`src/rtl/serial_subtractor_pkg.sv`:
```
// Shared types and constants for the bit-serial subtractor.
package serial_subtractor_pkg;

  typedef enum logic [1:0] {
    IDLE  = 2'b00,
    SHIFT = 2'b01,
    DONE  = 2'b10
  } state_e;

  localparam int SERIAL_SUBTRACTOR_WIDTH_DEF = 8;

  function automatic int cnt_width(input int width);
    return $clog2(width);
  endfunction

endpackage

```
`src/rtl/serial_subtractor_full_subtractor.sv`:
```
// Combinational one-bit full subtractor: Y = A - B - BI, BO = borrow out.
module full_subtractor (
  input  logic A,
  input  logic B,
  input  logic BI,
  output logic Y,
  output logic BO
);

  assign Y  = A ^ B ^ BI;
  assign BO = (~A & B) | (~(A ^ B) & BI);

endmodule

```
`src/rtl/serial_subtractor.sv`:
```
// Bit-serial WIDTH-bit subtractor D = A - B - BI, LSB first, one bit per clock.
// Define SERIAL_SUBTRACTOR_OVF_EN to build the signed-overflow flag OV.
module serial_subtractor #(
  parameter int WIDTH = serial_subtractor_pkg::SERIAL_SUBTRACTOR_WIDTH_DEF
) (
  input  logic             CLK,
  input  logic             RST,
  input  logic             START,
  input  logic [WIDTH-1:0] A,
  input  logic [WIDTH-1:0] B,
  input  logic             BI,
  output logic             BUSY,
  output logic             DONE,
  output logic [WIDTH-1:0] D,
  output logic             BO,
  output logic             Y,
  output logic             Y_VALID,
  output logic             OV
);
  import serial_subtractor_pkg::*;

  localparam int CW = cnt_width(WIDTH);

  state_e           state_q;
  logic [CW-1:0]    cnt_q;
  logic [WIDTH-1:0] a_sr_q, b_sr_q, d_q;
  logic             br_q, bo_q, y_q, yv_q;
  logic             d_bit, br_d;
  logic             load, last_shift;

  // The port DONE shadows the enum literal, so states are referenced by package scope.
  assign load       = START && (state_q != serial_subtractor_pkg::SHIFT);
  assign last_shift = (state_q == serial_subtractor_pkg::SHIFT) && (cnt_q == CW'(WIDTH - 1));

  full_subtractor u_cell (
    .A  (a_sr_q[0]),
    .B  (b_sr_q[0]),
    .BI (br_q),
    .Y  (d_bit),
    .BO (br_d)
  );

  // NOTE: operand shift registers have no reset; every use is preceded by a load.
  always_ff @(posedge CLK) begin
    if (load) begin
      a_sr_q <= A;
      b_sr_q <= B;
    end else if (state_q == serial_subtractor_pkg::SHIFT) begin
      a_sr_q <= a_sr_q >> 1;
      b_sr_q <= b_sr_q >> 1;
    end
  end

  // NOTE: sequential state uses non-blocking assignments so every register samples pre-edge values.
  always_ff @(posedge CLK) begin
    if (RST) begin
      state_q <= serial_subtractor_pkg::IDLE;
      cnt_q   <= '0;
      d_q     <= '0;
      br_q    <= 1'b0;
      bo_q    <= 1'b0;
      y_q     <= 1'b0;
      yv_q    <= 1'b0;
    end else begin
      yv_q <= 1'b0;
      case (state_q)
        serial_subtractor_pkg::SHIFT: begin
          d_q   <= {d_bit, d_q[WIDTH-1:1]};
          br_q  <= br_d;
          y_q   <= d_bit;
          yv_q  <= 1'b1;
          cnt_q <= cnt_q + 1'b1;
          if (last_shift) begin
            bo_q    <= br_d;
            state_q <= serial_subtractor_pkg::DONE;
          end
        end
        default: begin
          if (START) begin
            d_q     <= '0;
            br_q    <= BI;
            cnt_q   <= '0;
            state_q <= serial_subtractor_pkg::SHIFT;
          end
        end
      endcase
    end
  end

`ifdef SERIAL_SUBTRACTOR_OVF_EN
  logic amsb_q, bmsb_q, ov_q;

  always_ff @(posedge CLK) begin
    if (load) begin
      amsb_q <= A[WIDTH-1];
      bmsb_q <= B[WIDTH-1];
    end
  end

  always_ff @(posedge CLK) begin
    if (RST || load) begin
      ov_q <= 1'b0;
    end else if (last_shift) begin
      ov_q <= (amsb_q != bmsb_q) && (d_bit != amsb_q);
    end
  end

  assign OV = ov_q;
`else
  assign OV = 1'b0;
`endif

  assign BUSY    = (state_q == serial_subtractor_pkg::SHIFT);
  assign DONE    = (state_q == serial_subtractor_pkg::DONE);
  assign D       = d_q;
  assign BO      = bo_q;
  assign Y       = y_q;
  assign Y_VALID = yv_q;

endmodule

```
`config.mk`:
```
export PLATFORM = sky130hd
export DESIGN_NAME = serial_subtractor
export DESIGN_NICKNAME = d
export VERILOG_FILES = /design/src/rtl/serial_subtractor_pkg.sv /design/src/rtl/serial_subtractor_full_subtractor.sv /design/src/rtl/serial_subtractor.sv
export SDC_FILE = /design/constraint.sdc
export NUM_CORES = 1
export LEC_CHECK = 0
export BUFFER_PORTS_ARGS = -buffer_cell sky130_fd_sc_hd__buf_2
export CORE_UTILIZATION = 45
export DETAILED_ROUTE_END_ITERATION = 8
export PLACE_DENSITY_LB_ADDON = 0.25
export SLEW_MARGIN = 20
export SYNTH_ARGS = -nofsm -noshare
export SYNTH_HDL_FRONTEND = slang
export SYNTH_SLANG_ARGS = --single-unit
```
`constraint.sdc`:
```
create_clock -name CLK -period 3.6 [get_ports CLK]
set_input_delay 0.72 -clock CLK [delete_from_list [all_inputs] [get_ports CLK]]
set_output_delay 0.72 -clock CLK [all_outputs]
set_load 0.1 [all_outputs]
```
Word-level counts from Yosys, hierarchy flattened:

Cells that the tools add are included.

* add/sub/neg operators: 1
* $mul: 0
* divide/modulo/power cells: 0
* magnitude comparators: 0
* equality and inequality tests: 5
* shifts and indexed selects: 0
* multiplexer cells: 14
* bitwise gates (word level): 7
* reduce and logical (&&, ||, !) cells: 6

Operators by type and width (count)
* $mux 8: 6
* $mux 2: 3
* $mux 3: 2
* $ne 2x1->1 const B: 2
* $reduce_and 2->1: 2
* $reduce_bool 2->1: 2
* $add 3x1->3 const B: 1
* $eq 3x3->1 const B: 1
* $mux 1: 3
* $and 1x1->1: 2
* $eq 2x1->1 const B: 1
* $eq 2x2->1 const B: 1
* $logic_and 1x1->1: 2
* $not 1->1: 2
* $xor 1x1->1: 2
* $or 1x1->1: 1

* register bits after elaboration: 33
* bits in latches: 0
* RAM bits: 0
* memory bits (read-only): 0
* input port bits: 20
* output and inout bits: 14
* word-level logic and storage cells: 42
* memories: 0

Longest topological paths before layout:

* depth after elaboration: 5
* gate-level depth with buffers: 6
* mapped depth without buffers: 4

By module:

A second synthesis with hierarchy kept.

* cells, all modules: 117
* area, all modules: 1485.2 µm²

By module, submodules not included
* serial_subtractor: times used 1, cells an instance 113, area each 1453.9 µm², sequential area each 820.8 µm²
* full_subtractor: times used 1, cells an instance 4, area each 31.3 µm², sequential area each 0.0 µm²

Least setup slack after synthesis:

OpenSTA, ideal clock, no wires.

* path kind: register -> output
* start: register state_q[1]
* end: output port DONE
* arrival: 1665 ps
* required time: 2880 ps
* slack: 1215 ps
* stages on the path, launching flop included: 2
* buffers on the path: 0
* cells stage by stage: dfxtp_1 -> nor2b_1

* longest elaborated chain between the ends: 1

Ends and longest elaborated chain
* start, declared: RTL line serial_subtractor.sv:24 `state_e state_q;`
* start signal, assigned: RTL line serial_subtractor.sv:57 `state_q <= serial_subtractor_pkg::IDLE;`
* start signal, assigned: RTL line serial_subtractor.sv:75 `state_q <= serial_subtractor_pkg::DONE;`
* start signal, assigned: RTL line serial_subtractor.sv:83 `state_q <= serial_subtractor_pkg::SHIFT;`
* $eq 2x2->1: RTL line serial_subtractor.sv:114 `assign DONE = (state_q == serial_subtractor_pkg::DONE);`
* end, declared: RTL line serial_subtractor.sv:13 `output logic DONE,`

Every way passes these cells.

Final worst setup path:

* start: register state_q[1]
* end: output port BUSY

* longest elaborated chain between the ends: 1

Ends and longest elaborated chain
* $eq 2x1->1: RTL line serial_subtractor.sv:113 `assign BUSY = (state_q == serial_subtractor_pkg::SHIFT);`
* end, declared: RTL line serial_subtractor.sv:12 `output logic BUSY,`

Every way passes these cells.

==> reports/metrics.cfg <==
[run_status]
outcome = finished clean

[setup_path]
cp_max_fo = 19
r2r_cells = 2
crit_path_start_kind = flop
end_kind = output port
worstReg2RegStart = state_q[1]$_SDFFE_PP0P_
critPathArrivalTime_ns = 2.08
ff2ff_setup_slack_ns = 1.63
crit_type = flop to output port
rr_endpoint = a_sr_q[5]$_DFFE_PP_
worstPathRequired_ns = 2.88

[logic_synthesis]
synth-warning-count = 0
ys_seq_area_share_pct = 57.3
avgSynthCellArea_um2 = 12.6
yosysTopAreaCellShare_pct = 33.5
ys_ff_latch = 33
synth_area_leaders = edfxtp_1, dfxtp_1, mux2_4
synthCells = 114
synth.net_count = 137
synth_largest_area_cell = edfxtp_1
synth.distinct_cells = 26
synth_area_mm2 = 0.00143

[die]
start_util_pct = 47.3
core_area_mm2 = 0.00303
dieHeight_um = 58.4
ioPinCount = 34
die_area_mm2 = 0.00341
row_count = 20
die_x_um = 58.4

[clocking]
post_cts_buffers = 0
clock_latency_ns = 0.34
cts.sinks = 33
cts_hold_buf = 0
clock_path_buffers = 2
cts_tree = built
numCtsBuffers = 5
cts_root_buf = clkbuf_4
cts.reportedPaths.clkPinSlew_ns = 0.10
cts_resized = 0
ctsHtreeMaxLevel = 2

[timing]
rsz0062_at_grt = false
skew_ns = 0.00433
fin_setup_tns_ns = 0
fin_crit_ns = 2.80
slew_violations = 0
finalSetupViolations = 0
slew_headroom_pct = 49.5
tightest_slew_ns = 0.758
hold_viol_final = 0
timing.fmax_mhz = 357
fin_crit_sh_pct = 77.7

[global_route]
grt_overflow = 0
grt_pass1_vias = 876
track_usage_pct = 15.7
antenna_found_initial = 0
grt_max_degree = 20
grt_pass1_wl_um = 3830

[final_layout]
nets = 168
drive_gt1_share_pct = 39.0
n_antenna_cell = 0
final_common_cell = buf_2
final_cells = 190
final_cell_mix = buf_2, dfxtp_1, edfxtp_1, a21oi_1, nand2_1
area_growth_pct = 16.2

[route]
drt_iter0_markers = 25
drc_errors = 0
postRouteAntennaNets = 0
drt-vias-per-instance = 4.98
vias = 946
dr.pass1.iters = 4
drt-total-wl_um = 2460
wire_per_inst_um = 13.0

[job]
cap_violations = 0

[hold_path]
hold_end = D[1]$_SDFFE_PP0P_
hp-start = D[2]$_SDFFE_PP0P_
min_path_cells = 2
hold_path.class = flop to flop

[placed_design]
dp_hpwl_um = 1590
dp.cells = 182
port_buffers = 32
place_congestion = 0.693

[pwr]
leakage_nw = 0.714
peakVddDrop_uv = 242
powerDensity_mw_per_mm2 = 482

-- logic make-up after synthesis --
| family | share of synthesized area (%) |
|---|---|
| AO/OA/AOI/OAI | 7.60 |
| AND/OR/NAND/NOR | 13.5 |
| flip-flops | 57.3 |
| other | 0.262 |
| buffers and inverters | 4.54 |
| adder cells (fa/ha/maj) | 3.14 |
| multiplexers | 13.6 |
-- where the power goes --
part	total (mW)	leakage [nW]	internal, mW	switching, mW
Sequential	0.438	0.301	0.428	0.0101
Clock	0.239	0.0413	0.113	0.126
Combinational	0.125	0.371	0.0478	0.0769
-- metrics by stage --
stage / util (%) / setup WS (ns) / cell area, µm² / hold slack, ns / total power, mW
after detailed placement: 52.6 / 1.19 / 1590 / 0.464 / 0.572
after global routing: 55.0 / 0.690 / 1660 / 0.500 / 0.834
final: 55.0 / 0.802 / 1660 / 0.478 / 0.802
after floorplan: - / 1.21 / 1430 / 0.467 / 0.548
after global placement: 52.6 / 1.23 / 1590 / 0.448 / 0.568
after CTS: 55.0 / 0.812 / 1660 / 0.478 / 0.805
-- cell usage after synthesis --
cell / instances
edfxtp_1: 16
dfxtp_1: 17
nand2b_1: 3
a21oi_1: 14
mux2_4: 10
inv_1: 2
ha_1: 2
conb_1: 1
nand2_4: 1
fa_1: 1
a211oi_1: 1
nor2_1: 3
nand3b_1: 11
nor2b_1: 2
clkbuf_1: 2
o21a_1: 1
nand2_1: 12
and3_1: 2
inv_2: 1
buf_2: 1
buf_6: 2
a221oi_2: 1
mux2_2: 4
buf_1: 1
buf_4: 2
a311oi_1: 1
-- worst max-delay path by stage --
stage | end | slack (ns) | start
5_1_grt | BUSY | 0.69 | state_q[1]$_SDFFE_PP0P_
4_1_cts | BUSY | 0.81 | state_q[1]$_SDFFE_PP0P_
2_1_floorplan | DONE | 1.21 | state_q[1]$_SDFFE_PP0P_
6_report | BUSY | 0.80 | state_q[1]$_SDFFE_PP0P_
3_3_place_gp | BUSY | 1.23 | state_q[1]$_SDFFE_PP0P_
3_5_place_dp | BUSY | 1.19 | state_q[1]$_SDFFE_PP0P_
-- registers in the layout, indices dropped and copies added, names as in the netlist --
signal / cells
Y_VALID: 1
state_q: 2
b_sr_q: 8
a_sr_q: 8
D: 8
BO: 1
br_q: 1
Y: 1
cnt_q: 3
-- area by class of cell --
class	count	area, µm²
Sequential cell	33	821
Inverter	3	11.3
Tap cell	44	55.1
Clock inverter	1	5.00
Multi-Input combinational cell	70	547
Fill cell	264	1360
Timing Repair Buffer	32	160
Clock buffer	7	65.1
-- worst max-delay path: stages, from the launching register on --
cell	delay [ns]
dfxtp_1	0.32
nand2b_1	0.48
inv_2	0.43
buf_2	0.50
-- per-layer routing --
metal	share of wire, %	up-vias	global-route usage (%)
met5	0	-	0
met4	2.8	0	10.9
met3	5.1	8	5.05
met2	44	28	24.0
met1	48	442	18.8
li1	-	468	-
No activity file was read; power rests on OpenSTA's default activity.
